$ cat config.mk
export PLATFORM = sky130hd
export DESIGN_NAME = fp_round_pipe_flat
export DESIGN_NICKNAME = d
export VERILOG_FILES = /design/src/rtl/fp_round_pipe_if.sv /design/src/rtl/fp_round_pipe.sv /design/src/flat_wrapper.sv
export SDC_FILE = /design/constraint.sdc
export NUM_CORES = 1
export LEC_CHECK = 0
export CORE_UTILIZATION = 50
export DETAILED_ROUTE_END_ITERATION = 7
export PLACE_DENSITY = 0.72
export SETUP_SLACK_MARGIN = 0.3
export SLEW_MARGIN = 20
export SYNTH_ARGS = -nofsm -noshare
export SYNTH_HDL_FRONTEND = slang
export SYNTH_SLANG_ARGS = --single-unit
$ cat constraint.sdc
create_clock -name clk_i -period 3.55 [get_ports clk_i]
set_clock_uncertainty 0.15 [all_clocks]
set_input_delay 0.71 -clock clk_i [delete_from_list [all_inputs] [get_ports clk_i]]
set_output_delay 0.71 -clock clk_i [all_outputs]
set_load 0.01 [all_outputs]
$ cat src/rtl/fp_round_pipe_if.sv
// Operand/result bus of the pipelined round-to-integral unit.
// Handshake: a word moves across a port on every clock edge where valid and
// ready are both high; a producer holds valid and its payload stable until
// that edge, and ready may depend combinationally on the downstream ready.
interface fp_round_pipe_if #(
   parameter int EXP_W = 8,
   parameter int MAN_W = 15,
   parameter int TAG_W = 4
);
   localparam int WIDTH = 1 + EXP_W + MAN_W;

   logic             in_valid_i;
   logic             in_ready_o;
   logic [WIDTH-1:0] in_data_i;
   logic [1:0]       in_mode_i;
   logic [TAG_W-1:0] in_tag_i;
   logic             out_valid_o;
   logic             out_ready_i;
   logic [WIDTH-1:0] out_data_o;
   logic             out_inexact_o;
   logic [TAG_W-1:0] out_tag_o;

   // Producer of operands / consumer of results.
   modport master (
      output in_valid_i, in_data_i, in_mode_i, in_tag_i, out_ready_i,
      input  in_ready_o, out_valid_o, out_data_o, out_inexact_o, out_tag_o
   );

   // The rounding unit itself.
   modport slave (
      input  in_valid_i, in_data_i, in_mode_i, in_tag_i, out_ready_i,
      output in_ready_o, out_valid_o, out_data_o, out_inexact_o, out_tag_o
   );
endinterface

$ cat src/rtl/fp_round_pipe.sv
// Two-stage round-to-integral unit: stage 1 classifies the operand and builds
// the fraction mask plus guard/sticky/lsb; stage 2 clears the fraction,
// applies the mode-dependent increment and registers the result.
module fp_round_pipe #(
   parameter int EXP_W = 8,
   parameter int MAN_W = 15,
   parameter int TAG_W = 4
) (
   input logic           clk_i,
   input logic           rst_i,
   fp_round_pipe_if.slave bus
);
   localparam int WIDTH = 1 + EXP_W + MAN_W;
   localparam int BIAS  = 2 ** (EXP_W - 1) - 1;
   // Smallest exponent at which every representable value is an integer.
   localparam logic [EXP_W:0]   INT_EXP  = (EXP_W + 1)'(BIAS + MAN_W);
   localparam logic [EXP_W-1:0] ONE_EXP  = EXP_W'(BIAS);
   localparam logic [EXP_W-1:0] HALF_EXP = EXP_W'(BIAS - 1);

   typedef enum logic [2:0] {
      CL_ZERO,      // zero or denormal: flushes to signed zero
      CL_SMALL,     // 0 < |x| < 1
      CL_MID,       // has both integer and fraction bits
      CL_INTEGRAL,  // no fraction bits left
      CL_SPECIAL    // inf / NaN
   } cls_t;

   // ---------------- handshake ----------------
   logic v1, v2;
   logic ready1, ready2;

   assign ready2         = !v2 || bus.out_ready_i;
   assign ready1         = !v1 || ready2;
   assign bus.in_ready_o = ready1;

   // ---------------- stage 1 decode ----------------
   logic                 in_sign;
   logic [EXP_W-1:0]     in_exp;
   logic [MAN_W-1:0]     in_man;
   logic [MAN_W:0]       in_sig;
   logic [EXP_W:0]       frac_cnt;
   logic [MAN_W-1:0]     mask_c;
   logic [MAN_W:0]       unit_c;
   logic                 guard_c, sticky_c, lsb_c, nz_c, above_half_c;
   cls_t                 cls_c;

   assign in_sign = bus.in_data_i[WIDTH-1];
   assign in_exp  = bus.in_data_i[WIDTH-2:MAN_W];
   assign in_man  = bus.in_data_i[MAN_W-1:0];
   assign in_sig  = {1'b1, in_man};

   // Classify the operand and locate its fraction bits; only meaningful for CL_MID.
   always_comb begin
      frac_cnt     = INT_EXP - {1'b0, in_exp};
      mask_c       = ~({MAN_W{1'b1}} << frac_cnt);
      unit_c       = (MAN_W + 1)'(1) << frac_cnt;
      guard_c      = |(in_sig & (unit_c >> 1));
      sticky_c     = |(in_man & (mask_c >> 1));
      lsb_c        = |(in_sig & unit_c);
      nz_c         = |(in_man & mask_c);
      above_half_c = (in_exp == HALF_EXP) && (in_man != '0);
      if (in_exp == {EXP_W{1'b1}})
         cls_c = CL_SPECIAL;
      else if (in_exp == '0)
         cls_c = CL_ZERO;
      else if ({1'b0, in_exp} >= INT_EXP)
         cls_c = CL_INTEGRAL;
      else if (in_exp < ONE_EXP)
         cls_c = CL_SMALL;
      else
         cls_c = CL_MID;
   end

   logic                     s1_sign;
   logic [EXP_W+MAN_W-1:0]   s1_expman;
   logic [1:0]               s1_mode;
   logic [TAG_W-1:0]         s1_tag;
   cls_t                     s1_cls;
   logic [MAN_W-1:0]         s1_mask;
   logic [MAN_W:0]           s1_unit;
   logic                     s1_guard, s1_sticky, s1_lsb, s1_nz, s1_above_half;

   // Stage 1 register: capture a new operand whenever the stage can move.
   always_ff @(posedge clk_i) begin
      if (rst_i) begin
         v1            <= 1'b0;
         s1_sign       <= 1'b0;
         s1_expman     <= '0;
         s1_mode       <= '0;
         s1_tag        <= '0;
         s1_cls        <= CL_ZERO;
         s1_mask       <= '0;
         s1_unit       <= '0;
         s1_guard      <= 1'b0;
         s1_sticky     <= 1'b0;
         s1_lsb        <= 1'b0;
         s1_nz         <= 1'b0;
         s1_above_half <= 1'b0;
      end else if (ready1) begin
         v1 <= bus.in_valid_i;
         if (bus.in_valid_i) begin
            s1_sign       <= in_sign;
            s1_expman     <= bus.in_data_i[WIDTH-2:0];
            s1_mode       <= bus.in_mode_i;
            s1_tag        <= bus.in_tag_i;
            s1_cls        <= cls_c;
            s1_mask       <= mask_c;
            s1_unit       <= unit_c;
            s1_guard      <= guard_c;
            s1_sticky     <= sticky_c;
            s1_lsb        <= lsb_c;
            s1_nz         <= nz_c;
            s1_above_half <= above_half_c;
         end
      end
   end

   // ---------------- stage 2 compute ----------------
   logic [EXP_W+MAN_W-1:0] cleared, bumped;
   logic                   mid_inc, small_up;
   logic [WIDTH-1:0]       res_data;
   logic                   res_inexact;

   // Clear the fraction, decide the increment, and pick the result per class.
   // Adding the unit to the combined exponent/mantissa field lets a mantissa
   // carry-out roll straight into the exponent.
   always_comb begin
      cleared     = s1_expman & ~{{EXP_W{1'b0}}, s1_mask};
      bumped      = cleared + {{(EXP_W-1){1'b0}}, s1_unit};
      mid_inc     = 1'b0;
      small_up    = 1'b0;
      res_data    = {s1_sign, s1_expman};
      res_inexact = 1'b0;
      case (s1_mode)
         2'b00: begin
            mid_inc  = s1_guard & (s1_sticky | s1_lsb);
            small_up = s1_above_half;
         end
         2'b01: begin
            mid_inc  = 1'b0;
            small_up = 1'b0;
         end
         2'b10: begin
            mid_inc  = s1_sign & s1_nz;
            small_up = s1_sign;
         end
         default: begin
            mid_inc  = !s1_sign & s1_nz;
            small_up = !s1_sign;
         end
      endcase
      case (s1_cls)
         CL_ZERO: res_data = {s1_sign, {(WIDTH-1){1'b0}}};
         CL_SMALL: begin
            res_data    = {s1_sign, (small_up ? ONE_EXP : {EXP_W{1'b0}}), {MAN_W{1'b0}}};
            res_inexact = 1'b1;
         end
         CL_MID: begin
            res_data    = {s1_sign, (mid_inc ? bumped : cleared)};
            res_inexact = s1_nz;
         end
         default: res_data = {s1_sign, s1_expman};
      endcase
   end

   logic [WIDTH-1:0] s2_data;
   logic             s2_inexact;
   logic [TAG_W-1:0] s2_tag;

   // Stage 2 register: this is the output; it holds while the consumer stalls.
   always_ff @(posedge clk_i) begin
      if (rst_i) begin
         v2         <= 1'b0;
         s2_data    <= '0;
         s2_inexact <= 1'b0;
         s2_tag     <= '0;
      end else if (ready2) begin
         v2 <= v1;
         if (v1) begin
            s2_data    <= res_data;
            s2_inexact <= res_inexact;
            s2_tag     <= s1_tag;
         end
      end
   end

   assign bus.out_valid_o   = v2;
   assign bus.out_data_o    = s2_data;
   assign bus.out_inexact_o = s2_inexact;
   assign bus.out_tag_o     = s2_tag;
endmodule

$ cat src/flat_wrapper.sv
// flat-port wrapper written by rule: the top's interface ports become plain ports
module fp_round_pipe_flat 
#(
   parameter int EXP_W = 8,
   parameter int MAN_W = 15,
   parameter int TAG_W = 4
)
  (clk_i, rst_i, bus_in_valid_i, bus_in_data_i, bus_in_mode_i, bus_in_tag_i, bus_out_ready_i, bus_in_ready_o, bus_out_valid_o, bus_out_data_o, bus_out_inexact_o, bus_out_tag_o);
  fp_round_pipe_if #(.EXP_W(EXP_W), .MAN_W(MAN_W), .TAG_W(TAG_W)) bus_i ();
  input logic clk_i;
  input logic rst_i;
  input wire logic [$bits(bus_i.in_valid_i)-1:0] bus_in_valid_i;
  input wire logic [$bits(bus_i.in_data_i)-1:0] bus_in_data_i;
  input wire logic [$bits(bus_i.in_mode_i)-1:0] bus_in_mode_i;
  input wire logic [$bits(bus_i.in_tag_i)-1:0] bus_in_tag_i;
  input wire logic [$bits(bus_i.out_ready_i)-1:0] bus_out_ready_i;
  output wire logic [$bits(bus_i.in_ready_o)-1:0] bus_in_ready_o;
  output wire logic [$bits(bus_i.out_valid_o)-1:0] bus_out_valid_o;
  output wire logic [$bits(bus_i.out_data_o)-1:0] bus_out_data_o;
  output wire logic [$bits(bus_i.out_inexact_o)-1:0] bus_out_inexact_o;
  output wire logic [$bits(bus_i.out_tag_o)-1:0] bus_out_tag_o;
  assign bus_i.in_valid_i = bus_in_valid_i;
  assign bus_i.in_data_i = bus_in_data_i;
  assign bus_i.in_mode_i = bus_in_mode_i;
  assign bus_i.in_tag_i = bus_in_tag_i;
  assign bus_i.out_ready_i = bus_out_ready_i;
  assign bus_in_ready_o = bus_i.in_ready_o;
  assign bus_out_valid_o = bus_i.out_valid_o;
  assign bus_out_data_o = bus_i.out_data_o;
  assign bus_out_inexact_o = bus_i.out_inexact_o;
  assign bus_out_tag_o = bus_i.out_tag_o;
  fp_round_pipe #(.EXP_W(EXP_W), .MAN_W(MAN_W), .TAG_W(TAG_W)) u_core (.clk_i(clk_i), .rst_i(rst_i), .bus(bus_i));
endmodule
==> reports/qor.yml <==
synthSimpleGateAreaFrac_pct: 26.8
ys.flop_type: "dfxtp_1"
routedWlPerCell_um: 18.1
reg2reg_from: "u_core.s1_expman[0]$_SDFFE_PP0P_"
grt_pass1_vias: 5819
synthMuxAreaShare_pct: 2.09
violations: "design-rule violations"
hold_depth: 2
drc_errors: 4
clk_latency_ns: 0.36
dieArea_um2: 12400
peakVddDrop_mv: 0.246
async_flop_share_pct: 0
syn_area_um2: 5970
grt_antenna_before_repair: 0
final_max_slew_viol_count: 0
n_fill_cell: 1076
fin_crit_ns: 3.08
final-hold-violation-count: 0
syn_avg_cell_area_um2: 7.44
cellLeakagePower_uw: 0.00282
crit_required_ns: 3.66
synth_compound_area_share_pct: 25.4
setup_tns_ns: 0
dr.pass1.iters: 7
detail_route.wirelength_mm: 18.3
path_max_fanout: 3
whs_endpoint: "u_core.bus.out_tag_o[2]$_SDFFE_PP0P_"
reg2regPathDepth: 12
port_buffers: 64
drive_gt1_share_pct: 8.84
worst_pin_slew_ns: 1.06
syn-num-nets: 859
yosys.area_share.xor_xnor_pct: 2.49
cts_tree: "done"
root_buffer: "clkbuf_16"
hold_class: "reg -> reg"
max-cap-violations: 0
core_area_um2: 11500
ioPinCount: 65
vias: 6182
start_util_pct: 51.9
vias_per_cell: 6.10
postRouteAntennaNets: 0
fin_nets: 922
die_height_um: 111
clk_pin_slew_ns: 0.07
ys_seq_elements: 100
clockBufferDepth: 2
relSlewSlack_pct: 29.3
status: "finished, violations left"
setup.worst_path.class: "reg -> reg"
cp.arrival_ns: 3.20
synth_top_family_by_area: "simple AND/OR/NAND/NOR gates"
hpwlAfterDp_mm: 13.7
clock.fmax_ghz: 0.324
synthAdderAreaFrac_pct: 4.73
synth_seq_area_share_pct: 33.5
grt_max_degree: 95
rsz0062_at_grt: "no"
syn_inst: 803
yosys_warnings: 0
core.rowCount: 39
die_x_um: 111
cts_buffers: 9
gp_congestion: 0.946
endpoint_kind: "flip-flop"
first_iter_violations: 689
ys_types: 67
period_share_pct: 86.9
h-tree-depth: 3
grtUsageTotal_pct: 30.1
r2r_end: "u_core.bus.out_data_o[20]$_SDFFE_PP0P_"
cts_sinks: 100
total_power_uw: 2720
grt_first_pass_wirelength_mm: 29.7
rrSetupSlack_ns: 0.47
grt-ovfl-total: 0
synth-edff-count: 0
finalSetupViolations: 0
powerDensity_nw_per_um2: 378
area_growth_pct: 20.7
startpoint_type: "flip-flop"
hold_start: "u_core.bus.out_tag_o[2]$_SDFFE_PP0P_"
antenna_cells: 0
==> worst max-delay path: stages, from the launching register on <==
cell      delay [ns]
dfxtp_1         0.35
nor2b_1         0.17
ha_1            0.18
inv_1           0.05
fa_1            0.41
nand2b_1        0.21
a21boi_2        0.20
o21a_1          0.18
o21ai_0         0.13
a21boi_1        0.25
o211ai_1        0.20
o211a_1         0.27
o41ai_1         0.22
==> how the worst max path moves through the flow <==
stage	startpoint	endpoint	slack [ns]	cells past startpoint
CTS	u_core.s1_expman[0]$_SDFFE_PP0P_	u_core.bus.out_data_o[20]$_SDFFE_PP0P_	0.38	12
floorplan	bus_in_data_i[15]	u_core.s1_nz$_SDFFE_PP0P_	0.33	11
finish	u_core.s1_expman[0]$_SDFFE_PP0P_	u_core.bus.out_data_o[20]$_SDFFE_PP0P_	0.47	12
detailed placement	bus_in_data_i[15]	u_core.s1_nz$_SDFFE_PP0P_	0.13	10
global placement	bus_in_data_i[19]	u_core.s1_nz$_SDFFE_PP0P_	0.17	8
global route	u_core.s1_expman[0]$_SDFFE_PP0P_	u_core.bus.out_data_o[20]$_SDFFE_PP0P_	0.29	12
==> logic make-up (layout without fill, tap and decap cells) <==
family                   count (synthesis)  count (layout)
flip-flops                             100             100
buffers and inverters                   69             137
multiplexers                            11              11
AND/OR/NAND/NOR                        348             348
adder cells (fa/ha/maj)                 22              22
AO/OA/AOI/OAI                          236             236
XOR/XNOR                                17              17
==> metrics by stage <==
step	cells	utilization (%)	cell area [um2]	setup WS, ns	hold WS (ns)
detailed placement	997	59.8	6880	0.129	0.297
CTS	1013	62.5	7200	0.380	0.310
global placement	997	59.8	6880	0.170	0.286
floorplan	803	-	5980	0.327	0.282
global route	1014	62.6	7210	0.286	0.324
finish	1014	62.6	7210	0.465	0.308
==> routing by layer <==
metal,routed length [um],up-vias,global-route usage [%]
met5,0,-,0
met4,437,0,9.82
met3,1280,30,5.90
met2,8090,258,46.1
met1,8540,2888,42.3
li1,-,3006,-
==> where the power goes <==
part | switching, uW | internal [uW] | leakage [uW]
sequential | 45.2 | 1170 | 0.000820
combinational | 273 | 191 | 0.00185
clock | 477 | 566 | 0.000156
==> final cells by class <==
class	count	area [um2]	area share [%]
Multi-Input combinational cell	634	3690	51.1
Sequential cell	100	2000	27.8
Timing Repair Buffer	107	973	13.5
Clock buffer	9	225	3.12
Tap cell	143	179	2.48
Clock inverter	7	92.6	1.28
Inverter	14	52.6	0.729
==> state kept, by name (all words and copies together), names as in the netlist, 2 cells and up <==
name,flops
u_core.bus.out_data_o,24
u_core.s1_expman,23
u_core.s1_unit,16
u_core.s1_mask,15
u_core.bus.out_tag_o,4
u_core.s1_tag,4
u_core.s1_cls,3
u_core.s1_mode,2
==> timing repair <==
action	4_1_cts	5_1_grt
hold buffers	0	0
setup buffers	0	1
setup endpoints to repair	1	3
gates resized for setup	1	3
hold endpoints to repair	0	0
pin swaps	0	1
==> cell usage in the layout, fill, tap and decap left out, types with 4 or more instances in the layout <==
| cell type | n |
|---|---|
| a22oi_1 | 14 |
| dfxtp_1 | 100 |
| clkbuf_16 | 9 |
| nand2_1 | 123 |
| a32oi_1 | 6 |
| a211oi_1 | 8 |
| a21oi_1 | 87 |
| o21a_1 | 4 |
| nand3_1 | 30 |
| nor4_1 | 9 |
| o211ai_1 | 6 |
| a31oi_1 | 6 |
| nor2_1 | 87 |
| nand2b_1 | 5 |
| nor3_1 | 38 |
| mux2i_1 | 8 |
| xnor2_1 | 13 |
| clkdlybuf4s50_1 | 62 |
| and3_1 | 10 |
| buf_4 | 42 |
| a221oi_1 | 10 |
| xor2_1 | 4 |
| a21o_1 | 8 |
| nand4_1 | 6 |
| ha_1 | 21 |
| a311oi_1 | 5 |
| nor2b_1 | 21 |
| a41oi_1 | 4 |
| inv_1 | 13 |
| o21ai_0 | 46 |
==> synth_stat cells (all sizes together) (3+ instances only) <==
cell type	n	area (um2)
a211oi	8	60.1
a41oi	4	35.0
nand2b	5	31.3
and2	4	25.0
xnor2	13	114
nor2b	21	131
a221oi	11	103
clkbuf	38	143
mux2i	8	80.1
nor2	88	330
a211o	3	26.3
buf	17	98.8
and3	10	62.6
nand2	127	489
a31oi	6	37.5
a21boi	3	22.5
dfxtp	100	2000
o211ai	6	45.0
a32oi	6	52.6
o21ai	48	244
ha	21	263
nor4	9	56.3
a21oi	87	435
o21a	4	30.0
nor3	39	206
a311oi	5	43.8
o21bai	3	22.5
nand4	6	37.5
xor2	4	35.0
nand3	30	150
a21o	8	60.1
inv	13	48.8
a22oi	14	105
No activity file was read; power rests on OpenSTA's default activity.
